### src/rtl/draw_arbiter_pkg.sv
// draw_arbiter_pkg: shared defaults and state encoding for the draw arbiter.
//   NREQ_DEF / COORD_W_DEF / SIZE_W_DEF / COLOR_W_DEF : default widths
//   ST_IDLE / ST_DRAW / ST_DONE                       : FSM state codes
//   rr_next()                                          : round-robin successor
package draw_arbiter_pkg;

  localparam int NREQ_DEF    = 4;
  localparam int COORD_W_DEF = 10;
  localparam int SIZE_W_DEF  = 6;
  localparam int COLOR_W_DEF = 3;

  localparam logic [1:0] ST_IDLE = 2'd0;
  localparam logic [1:0] ST_DRAW = 2'd1;
  localparam logic [1:0] ST_DONE = 2'd2;

  // Index that follows idx in a ring of n requesters.
  function automatic int unsigned rr_next(input int unsigned idx, input int unsigned n);
    if ((idx + 32'd1) >= n) begin
      return 32'd0;
    end else begin
      return idx + 32'd1;
    end
  endfunction

endpackage

### src/rtl/draw_arbiter_if.sv
// draw_arbiter_if: requester-side and VGA-side signals of the draw arbiter.
//   req/rect_*      : per-requester level request and packed rectangle payload
//   grant/done/busy : arbitration status back to the requesters
//   plot_*          : pixel write port towards the VGA adapter
// Modports: master = requesters/VGA side, slave = the arbiter.
interface draw_arbiter_if #(
  parameter int NREQ    = draw_arbiter_pkg::NREQ_DEF,
  parameter int COORD_W = draw_arbiter_pkg::COORD_W_DEF,
  parameter int SIZE_W  = draw_arbiter_pkg::SIZE_W_DEF,
  parameter int COLOR_W = draw_arbiter_pkg::COLOR_W_DEF
);

  logic [NREQ-1:0]         req;
  logic [NREQ*COORD_W-1:0] rect_x;
  logic [NREQ*COORD_W-1:0] rect_y;
  logic [NREQ*SIZE_W-1:0]  rect_w;
  logic [NREQ*SIZE_W-1:0]  rect_h;
  logic [NREQ*COLOR_W-1:0] rect_color;
  logic [NREQ-1:0]         grant;
  logic [NREQ-1:0]         done;
  logic                    busy;
  logic                    plot_en;
  logic [COORD_W-1:0]      plot_x;
  logic [COORD_W-1:0]      plot_y;
  logic [COLOR_W-1:0]      plot_color;

  modport master (
    output req, rect_x, rect_y, rect_w, rect_h, rect_color,
    input  grant, done, busy, plot_en, plot_x, plot_y, plot_color
  );

  modport slave (
    input  req, rect_x, rect_y, rect_w, rect_h, rect_color,
    output grant, done, busy, plot_en, plot_x, plot_y, plot_color
  );

endinterface

### src/rtl/draw_arbiter_rect_raster.sv
// rect_raster: column-major pixel walker for one rectangle.
//   clk, resetn : clock, synchronous active-low reset
//   start       : load counters to (0,0) and begin walking (size must be non-zero)
//   w, h        : rectangle size, held stable while active
//   qx, qy      : current pixel offset
//   active      : a pixel offset is valid this cycle
//   last        : current offset is the final pixel (w-1, h-1)
module rect_raster #(
  parameter int SIZE_W = draw_arbiter_pkg::SIZE_W_DEF
) (
  input  logic              clk,
  input  logic              resetn,
  input  logic              start,
  input  logic [SIZE_W-1:0] w,
  input  logic [SIZE_W-1:0] h,
  output logic [SIZE_W-1:0] qx,
  output logic [SIZE_W-1:0] qy,
  output logic              active,
  output logic              last
);

  logic [SIZE_W-1:0] qx_r;
  logic [SIZE_W-1:0] qy_r;
  logic              active_r;
  logic              col_end_s;

  assign col_end_s = (qy_r == (h - SIZE_W'(1)));
  assign last      = active_r && col_end_s && (qx_r == (w - SIZE_W'(1)));
  assign qx        = qx_r;
  assign qy        = qy_r;
  assign active    = active_r;

  // Walk down each column, then step to the next column.
  always_ff @(posedge clk) begin
    if (!resetn) begin
      qx_r     <= '0;
      qy_r     <= '0;
      active_r <= 1'b0;
    end else if (start) begin
      qx_r     <= '0;
      qy_r     <= '0;
      active_r <= 1'b1;
    end else if (active_r) begin
      if (last) begin
        qx_r     <= '0;
        qy_r     <= '0;
        active_r <= 1'b0;
      end else if (col_end_s) begin
        qy_r <= '0;
        qx_r <= qx_r + SIZE_W'(1);
      end else begin
        qy_r <= qy_r + SIZE_W'(1);
      end
    end else begin
      active_r <= 1'b0;
    end
  end

endmodule

### src/rtl/draw_arbiter.sv
// draw_arbiter: shares the VGA pixel-write port between NREQ rectangle requesters.
//   clk, resetn : clock, synchronous active-low reset
//   bus (slave) : req/rect_* in; grant/done/busy and plot_* out
// Round-robin pick in IDLE, latch the winner's rectangle, raster it one pixel
// per clock in DRAW, pulse done for one cycle in DONE.
module draw_arbiter
  import draw_arbiter_pkg::*;
#(
  parameter int NREQ    = NREQ_DEF,
  parameter int COORD_W = COORD_W_DEF,
  parameter int SIZE_W  = SIZE_W_DEF,
  parameter int COLOR_W = COLOR_W_DEF
) (
  input logic           clk,
  input logic           resetn,
  draw_arbiter_if.slave bus
);

  localparam int PTR_W = (NREQ > 1) ? $clog2(NREQ) : 1;

  logic [1:0]         state_r;
  logic [PTR_W-1:0]   ptr_r;
  logic [PTR_W-1:0]   gidx_r;
  logic [NREQ-1:0]    grant_r;
  logic [NREQ-1:0]    done_r;
  logic [COORD_W-1:0] x0_r;
  logic [COORD_W-1:0] y0_r;
  logic [SIZE_W-1:0]  w_r;
  logic [SIZE_W-1:0]  h_r;
  logic [COLOR_W-1:0] color_r;

  logic               pick_found_s;
  logic [PTR_W-1:0]   pick_idx_s;
  int unsigned        cand_s;
  logic [NREQ-1:0]    pick_onehot_s;
  logic [SIZE_W-1:0]  pick_w_s;
  logic [SIZE_W-1:0]  pick_h_s;
  logic               pick_zero_s;
  logic               start_s;
  logic [SIZE_W-1:0]  qx_s;
  logic [SIZE_W-1:0]  qy_s;
  logic               active_s;
  logic               last_s;
  logic               drawing_s;

  // Round-robin scan: first set req bit starting at ptr, wrapping.
  always_comb begin
    pick_found_s  = 1'b0;
    pick_idx_s    = '0;
    cand_s        = 32'd0;
    pick_onehot_s = '0;
    for (int i = 0; i < NREQ; i++) begin
      cand_s = 32'(ptr_r) + 32'(i);
      if (cand_s >= NREQ) begin
        cand_s = cand_s - NREQ;
      end else begin
        cand_s = cand_s;
      end
      if (!pick_found_s && bus.req[cand_s[PTR_W-1:0]]) begin
        pick_found_s = 1'b1;
        pick_idx_s   = cand_s[PTR_W-1:0];
      end else begin
        pick_found_s = pick_found_s;
      end
    end
    pick_onehot_s[pick_idx_s] = 1'b1;
  end

  assign pick_w_s    = bus.rect_w[pick_idx_s*SIZE_W +: SIZE_W];
  assign pick_h_s    = bus.rect_h[pick_idx_s*SIZE_W +: SIZE_W];
  assign pick_zero_s = (pick_w_s == '0) || (pick_h_s == '0);
  assign start_s     = (state_r == ST_IDLE) && pick_found_s && !pick_zero_s;

  rect_raster #(.SIZE_W(SIZE_W)) u_raster (
    .clk    (clk),
    .resetn (resetn),
    .start  (start_s),
    .w      (w_r),
    .h      (h_r),
    .qx     (qx_s),
    .qy     (qy_s),
    .active (active_s),
    .last   (last_s)
  );

  // Arbitration FSM with payload latch; ptr only advances once a grant completes.
  always_ff @(posedge clk) begin
    if (!resetn) begin
      state_r <= ST_IDLE;
      ptr_r   <= '0;
      gidx_r  <= '0;
      grant_r <= '0;
      done_r  <= '0;
      x0_r    <= '0;
      y0_r    <= '0;
      w_r     <= '0;
      h_r     <= '0;
      color_r <= '0;
    end else begin
      case (state_r)
        ST_IDLE: begin
          if (pick_found_s) begin
            gidx_r  <= pick_idx_s;
            grant_r <= pick_onehot_s;
            x0_r    <= bus.rect_x[pick_idx_s*COORD_W +: COORD_W];
            y0_r    <= bus.rect_y[pick_idx_s*COORD_W +: COORD_W];
            w_r     <= pick_w_s;
            h_r     <= pick_h_s;
            color_r <= bus.rect_color[pick_idx_s*COLOR_W +: COLOR_W];
            if (pick_zero_s) begin
              // Nothing to plot: go straight to the done pulse.
              state_r <= ST_DONE;
              done_r  <= pick_onehot_s;
            end else begin
              state_r <= ST_DRAW;
            end
          end else begin
            state_r <= ST_IDLE;
          end
        end
        ST_DRAW: begin
          if (last_s) begin
            state_r <= ST_DONE;
            done_r  <= grant_r;
          end else begin
            state_r <= ST_DRAW;
          end
        end
        ST_DONE: begin
          done_r  <= '0;
          grant_r <= '0;
          ptr_r   <= PTR_W'(rr_next(32'(gidx_r), NREQ));
          state_r <= ST_IDLE;
        end
        default: begin
          done_r  <= '0;
          grant_r <= '0;
          state_r <= ST_IDLE;
        end
      endcase
    end
  end

  // Pixel port is a pure decode of registered state; zero outside DRAW.
  assign drawing_s      = (state_r == ST_DRAW) && active_s;
  assign bus.plot_en    = drawing_s;
  assign bus.plot_x     = drawing_s ? (x0_r + COORD_W'(qx_s)) : '0;
  assign bus.plot_y     = drawing_s ? (y0_r + COORD_W'(qy_s)) : '0;
  assign bus.plot_color = drawing_s ? color_r : '0;
  assign bus.grant      = grant_r;
  assign bus.done       = done_r;
  assign bus.busy       = (state_r != ST_IDLE);

endmodule

### src/flat_wrapper.sv
// flat-port wrapper written by rule: the top's interface ports become plain ports
module draw_arbiter_flat import draw_arbiter_pkg::*;
#(
  parameter int NREQ    = NREQ_DEF,
  parameter int COORD_W = COORD_W_DEF,
  parameter int SIZE_W  = SIZE_W_DEF,
  parameter int COLOR_W = COLOR_W_DEF
)
  (clk, resetn, bus_req, bus_rect_x, bus_rect_y, bus_rect_w, bus_rect_h, bus_rect_color, bus_grant, bus_done, bus_busy, bus_plot_en, bus_plot_x, bus_plot_y, bus_plot_color);
  draw_arbiter_if #(.NREQ(NREQ), .COORD_W(COORD_W), .SIZE_W(SIZE_W), .COLOR_W(COLOR_W)) bus_i ();
  input logic clk;
  input logic resetn;
  input wire logic [$bits(bus_i.req)-1:0] bus_req;
  input wire logic [$bits(bus_i.rect_x)-1:0] bus_rect_x;
  input wire logic [$bits(bus_i.rect_y)-1:0] bus_rect_y;
  input wire logic [$bits(bus_i.rect_w)-1:0] bus_rect_w;
  input wire logic [$bits(bus_i.rect_h)-1:0] bus_rect_h;
  input wire logic [$bits(bus_i.rect_color)-1:0] bus_rect_color;
  output wire logic [$bits(bus_i.grant)-1:0] bus_grant;
  output wire logic [$bits(bus_i.done)-1:0] bus_done;
  output wire logic [$bits(bus_i.busy)-1:0] bus_busy;
  output wire logic [$bits(bus_i.plot_en)-1:0] bus_plot_en;
  output wire logic [$bits(bus_i.plot_x)-1:0] bus_plot_x;
  output wire logic [$bits(bus_i.plot_y)-1:0] bus_plot_y;
  output wire logic [$bits(bus_i.plot_color)-1:0] bus_plot_color;
  assign bus_i.req = bus_req;
  assign bus_i.rect_x = bus_rect_x;
  assign bus_i.rect_y = bus_rect_y;
  assign bus_i.rect_w = bus_rect_w;
  assign bus_i.rect_h = bus_rect_h;
  assign bus_i.rect_color = bus_rect_color;
  assign bus_grant = bus_i.grant;
  assign bus_done = bus_i.done;
  assign bus_busy = bus_i.busy;
  assign bus_plot_en = bus_i.plot_en;
  assign bus_plot_x = bus_i.plot_x;
  assign bus_plot_y = bus_i.plot_y;
  assign bus_plot_color = bus_i.plot_color;
  draw_arbiter #(.NREQ(NREQ), .COORD_W(COORD_W), .SIZE_W(SIZE_W), .COLOR_W(COLOR_W)) u_core (.clk(clk), .resetn(resetn), .bus(bus_i));
endmodule
### config.mk
export PLATFORM = sky130hd
export DESIGN_NAME = draw_arbiter_flat
export DESIGN_NICKNAME = d
export VERILOG_FILES = /design/src/rtl/draw_arbiter_pkg.sv /design/src/rtl/draw_arbiter_if.sv /design/src/rtl/draw_arbiter_rect_raster.sv /design/src/rtl/draw_arbiter.sv /design/src/flat_wrapper.sv
export SDC_FILE = /design/constraint.sdc
export NUM_CORES = 1
export LEC_CHECK = 0
export CAP_MARGIN = 20
export CORE_ASPECT_RATIO = 0.9
export CORE_MARGIN = 4
export CORE_UTILIZATION = 45
export CTS_CLUSTER_DIAMETER = 60
export DETAILED_ROUTE_END_ITERATION = 16
export PLACE_DENSITY = 0.82
export RECOVER_POWER = 50
export SLEW_MARGIN = 20
export SYNTH_ARGS = -nofsm -noshare
export SYNTH_HDL_FRONTEND = slang
export SYNTH_SLANG_ARGS = --single-unit
### constraint.sdc
create_clock -name clk -period 3.4 [get_ports clk]
set_input_delay 0.34 -clock clk [delete_from_list [all_inputs] [get_ports clk]]
set_output_delay 0.34 -clock clk [all_outputs]
set_load 0.005 [all_outputs]
==> flow_summary_export.csv <==
group,metric,value,unit
setup_path,rr_endpoint,"u_core.y0_r[4]",
power,ir_worst_vdd,0.250,mV
clock_tree,clk_latency,0.33,ns
global_routing,grt.busiest_layer,"met2",
global_routing,met2_usage,41.6,%
floorplan,core,0.0102,mm^2
floorplan,rows,35,
setup_path,critical_path_class,"register to primary output",
sta,hold_violations,0,
setup_path,reg2reg_depth,10,
finish,diodes,0,
setup_path,required,3.06,ns
synthesis,synth_area,0.00472,mm^2
synthesis,synth_flop_cell,"dfxtp_1",
sta,period_needed,3.24,ns
synthesis,ys_warn_count,0,
detailed_routing,drt-pass1-iter-count,5,
global_routing,grt_use_met1,27.9,%
finish,area_growth,47.0,%
floorplan,start_util,46.0,%
floorplan,dieHeight,105,um
synthesis,synth_edf_count,0,
clock_tree,cts_buffer_depth,2,
sta,clock_skew,0.00907,ns
synthesis,yosysSeqAreaShare,26.3,%
detailed_routing,antenna_left,0,
clock_tree,numCtsBuffers,9,
min_path,hold_path.class,"register to register",
setup_path,crit_arrival,2.90,ns
detailed_routing,wl_per_cell,15.9,um
sta,worst_pin_slew,0.923,ns
global_routing,grt-ovfl-total,0,
place,hpwl,11200,um
clock_tree,clock-root-buffer,"clkbuf_16",
outcome,status,"completed",
sta,fmax,0.309,GHz
setup_path,worstSetupStartpointType,"register",
sta,timing.setup.tns,0,ns
global_routing,use_met3,4.98,%
place,place.gp.congestion,0.900,
global_routing,grt.total_usage,23.4,%
setup_path,critPathCaptureType,"primary output",
synthesis,syn_avg_cell_area,7.76,um^2
synthesis,synth.distinct_cells,56,
finish,fin_util,67.6,%
power,powerDensity,373,mW/mm^2
place,io_buffer_count,178,
sta,slew_viol_final,0,
synthesis,synth-seq-cells,62,
global_routing,grt_antenna_before_repair,0,
finish,drive_above_1_share,7.35,%
clock_tree,cts.clk_slew.worst_paths,0.05,ns
power,p_leak,2.74,nW
setup_path,reg2reg_from,"u_core.ptr_r[0]",
detailed_routing,vias,4898,
sta,period_share,95.2,%
global_routing,grt_max_degree,53,
finish,fillers,836,
synthesis,syn_nets,773,
run,drv_cap,0,
floorplan,num_io_pins,179,
setup_path,reg2reg_slack,0.63,ns
min_path,whs_endpoint,"u_core.bus.done[2]",
detailed_routing,routed_wl,14300,um
floorplan,die_w,116,um
synthesis,async_flop_share,0,%
setup_path,cp_max_fo,6,
finish,nets,936,
detailed_routing,drc,0,
sta,setup_viol,0,
detailed_routing,via_per_inst,5.41,
clock_tree,holdBufCountCts,0,
sta,rsz0062_at_grt,"false",
sta,maxSlewHeadroom,38.4,%
synthesis,syn_inst,608,
min_path,worstHoldStart,"u_core.bus.done[2]",
clock_tree,h-tree-depth,3,
global_routing,grt_pass1_vias,5097,
global_routing,grt_pass1_wl,23300,um
floorplan,die_area,0.0122,mm^2
min_path,hold_path_depth,2,
clock_tree,cts.sink_count,62,
detailed_routing,drtIter0Drc,220,
clock_tree,cts_tree,"yes",
-- logic make-up after synthesis --
kind of cell | count (synthesis) | share of synthesized area (%)
and+or+nand+nor | 289 | 31.9
AOI/OAI and AO/OA | 116 | 16.6
DFF | 62 | 26.3
buffers and inverters | 47 | 4.48
muxes | 38 | 8.46
xor gates and xnor gates | 37 | 6.87
adders and majority gates | 19 | 5.36
-- final cells by class --
| class | count | area, um^2 | share of cell area, % |
|---|---|---|---|
| inverter | 10 | 37.5 | 0.542 |
| multi-input combinational | 499 | 3270 | 47.2 |
| clock buffer | 13 | 270 | 3.90 |
| tap | 129 | 161 | 2.33 |
| clock inverter | 3 | 65.1 | 0.939 |
| sequential | 62 | 1240 | 17.9 |
| timing repair buffer | 189 | 1880 | 27.2 |
-- report_power, final --
part	internal, mW	switching, mW	total, mW
sequential	0.787	0.0610	0.848
combinational	0.384	0.344	0.727
clock	0.700	0.308	1.01
total	1.87	0.713	2.58
-- what timing repair did --
item                                    CTS  global route
buffers inserted                          0             0
endpoints found under the setup margin    0             3
gates resized for setup                   0             3
-- registers in the layout, indices dropped and copies added (netlist names) --
register / count
u_core.u_raster.active: 1
u_core.color_r: 3
u_core.y0_r: 10
u_core.bus.done: 4
u_core.u_raster.qx: 6
u_core.bus.grant: 4
u_core.gidx_r: 2
u_core.u_raster.qy: 6
u_core.ptr_r: 2
u_core.state_r: 2
u_core.h_r: 6
u_core.w_r: 6
u_core.x0_r: 10
-- cell usage in the layout (no fill, tap or decap), types with 15 or more instances in the layout --
cell type | Yosys | layout
a21oi_1 | 45 | 45
a311oi_1 | 23 | 23
and2_1 | 19 | 18
and3_1 | 23 | 23
clkdlybuf4s50_1 | 0 | 166
dfxtp_1 | 62 | 60
ha_1 | 17 | 17
mux2i_1 | 26 | 26
nand2_1 | 120 | 120
nor2_1 | 28 | 28
nor2b_1 | 38 | 38
nor3_1 | 18 | 18
o21ai_0 | 19 | 19
xnor2_1 | 22 | 22
xor2_1 | 15 | 15
-- stage by stage --
step | power, mW | instances | worst slack, ns | instance area [um^2] | hold WS [ns]
3_3_place_gp | 1.56 | 889 | 0.498 | 6610 | 0.457
2_1_floorplan | 1.28 | 608 | 1.01 | 4720 | 0.451
4_1_cts | 2.61 | 905 | 0.145 | 6950 | 0.464
3_5_place_dp | 1.59 | 889 | 0.362 | 6610 | 0.456
6_report | 2.58 | 905 | 0.164 | 6930 | 0.462
5_1_grt | 2.70 | 905 | 0.0201 | 6930 | 0.513
-- synth_stat cells, types with 2 or more instances --
cell | n | share of area (%)
o31ai_4 | 2 | 0.90
mux2_2 | 11 | 2.6
nand3_1 | 9 | 0.96
or2_2 | 4 | 0.53
xnor2_1 | 22 | 4.1
nand3b_1 | 2 | 0.32
mux2i_1 | 26 | 5.5
nand4_4 | 2 | 0.90
inv_1 | 10 | 0.80
nor3_1 | 18 | 1.9
nand2b_1 | 3 | 0.40
a22oi_1 | 4 | 0.64
a21boi_0 | 2 | 0.32
nor3_4 | 3 | 1.0
fa_1 | 2 | 0.85
o21ai_0 | 19 | 2.0
nor2_4 | 2 | 0.48
or3_1 | 4 | 0.53
o21a_1 | 5 | 0.80
and3_1 | 23 | 3.1
buf_1 | 3 | 0.24
nand4_1 | 4 | 0.53
nor2_1 | 28 | 2.2
buf_2 | 7 | 0.74
xor2_1 | 15 | 2.8
a21o_1 | 2 | 0.32
nor2b_1 | 38 | 5.0
nor2_2 | 3 | 0.40
nand2_2 | 2 | 0.27
and2_1 | 19 | 2.5
buf_6 | 3 | 0.72
dfxtp_1 | 62 | 26
ha_1 | 17 | 4.5
a21oi_1 | 45 | 4.8
o21bai_1 | 3 | 0.48
nand2_1 | 120 | 9.6
a311oi_1 | 23 | 4.3
clkbuf_1 | 23 | 1.8
-- worst max-delay path by stage --
| stage | startpoint | to | slack (ns) |
|---|---|---|---|
| final | u_core.u_raster.qy[0] | bus_plot_y[8] | 0.16 |
| after global routing | u_core.u_raster.qy[0] | bus_plot_y[8] | 0.02 |
| after CTS | u_core.u_raster.qy[1] | bus_plot_y[9] | 0.15 |
| after detailed placement | bus_req[1] | u_core.bus.done[3] | 0.36 |
| after global placement | bus_req[1] | u_core.u_raster.qy[3] | 0.50 |
| after floorplan | u_core.h_r[0] | u_core.bus.done[3] | 1.01 |
-- worst max-delay path, cell delays in order, from the launching register on --
cell and delay [ns]:
dfxtp_1 0.39, ha_1 0.27, fa_1 0.40, a21oi_1 0.15
nor2_1 0.08, o21a_1 0.18, o21ai_0 0.16, nand2b_1 0.12
nand3_1 0.12, xor2_1 0.07, nor2_1 0.09, clkdlybuf4s50_1 0.53
-- layer usage --
| metal | up-vias | wire [um] |
|---|---|---|
| li1 | 2442 | - |
| met1 | 2287 | 5880 |
| met2 | 148 | 7520 |
| met3 | 21 | 661 |
| met4 | 0 | 293 |
| met5 | - | 0 |
No activity file was read; power rests on OpenSTA's default activity.
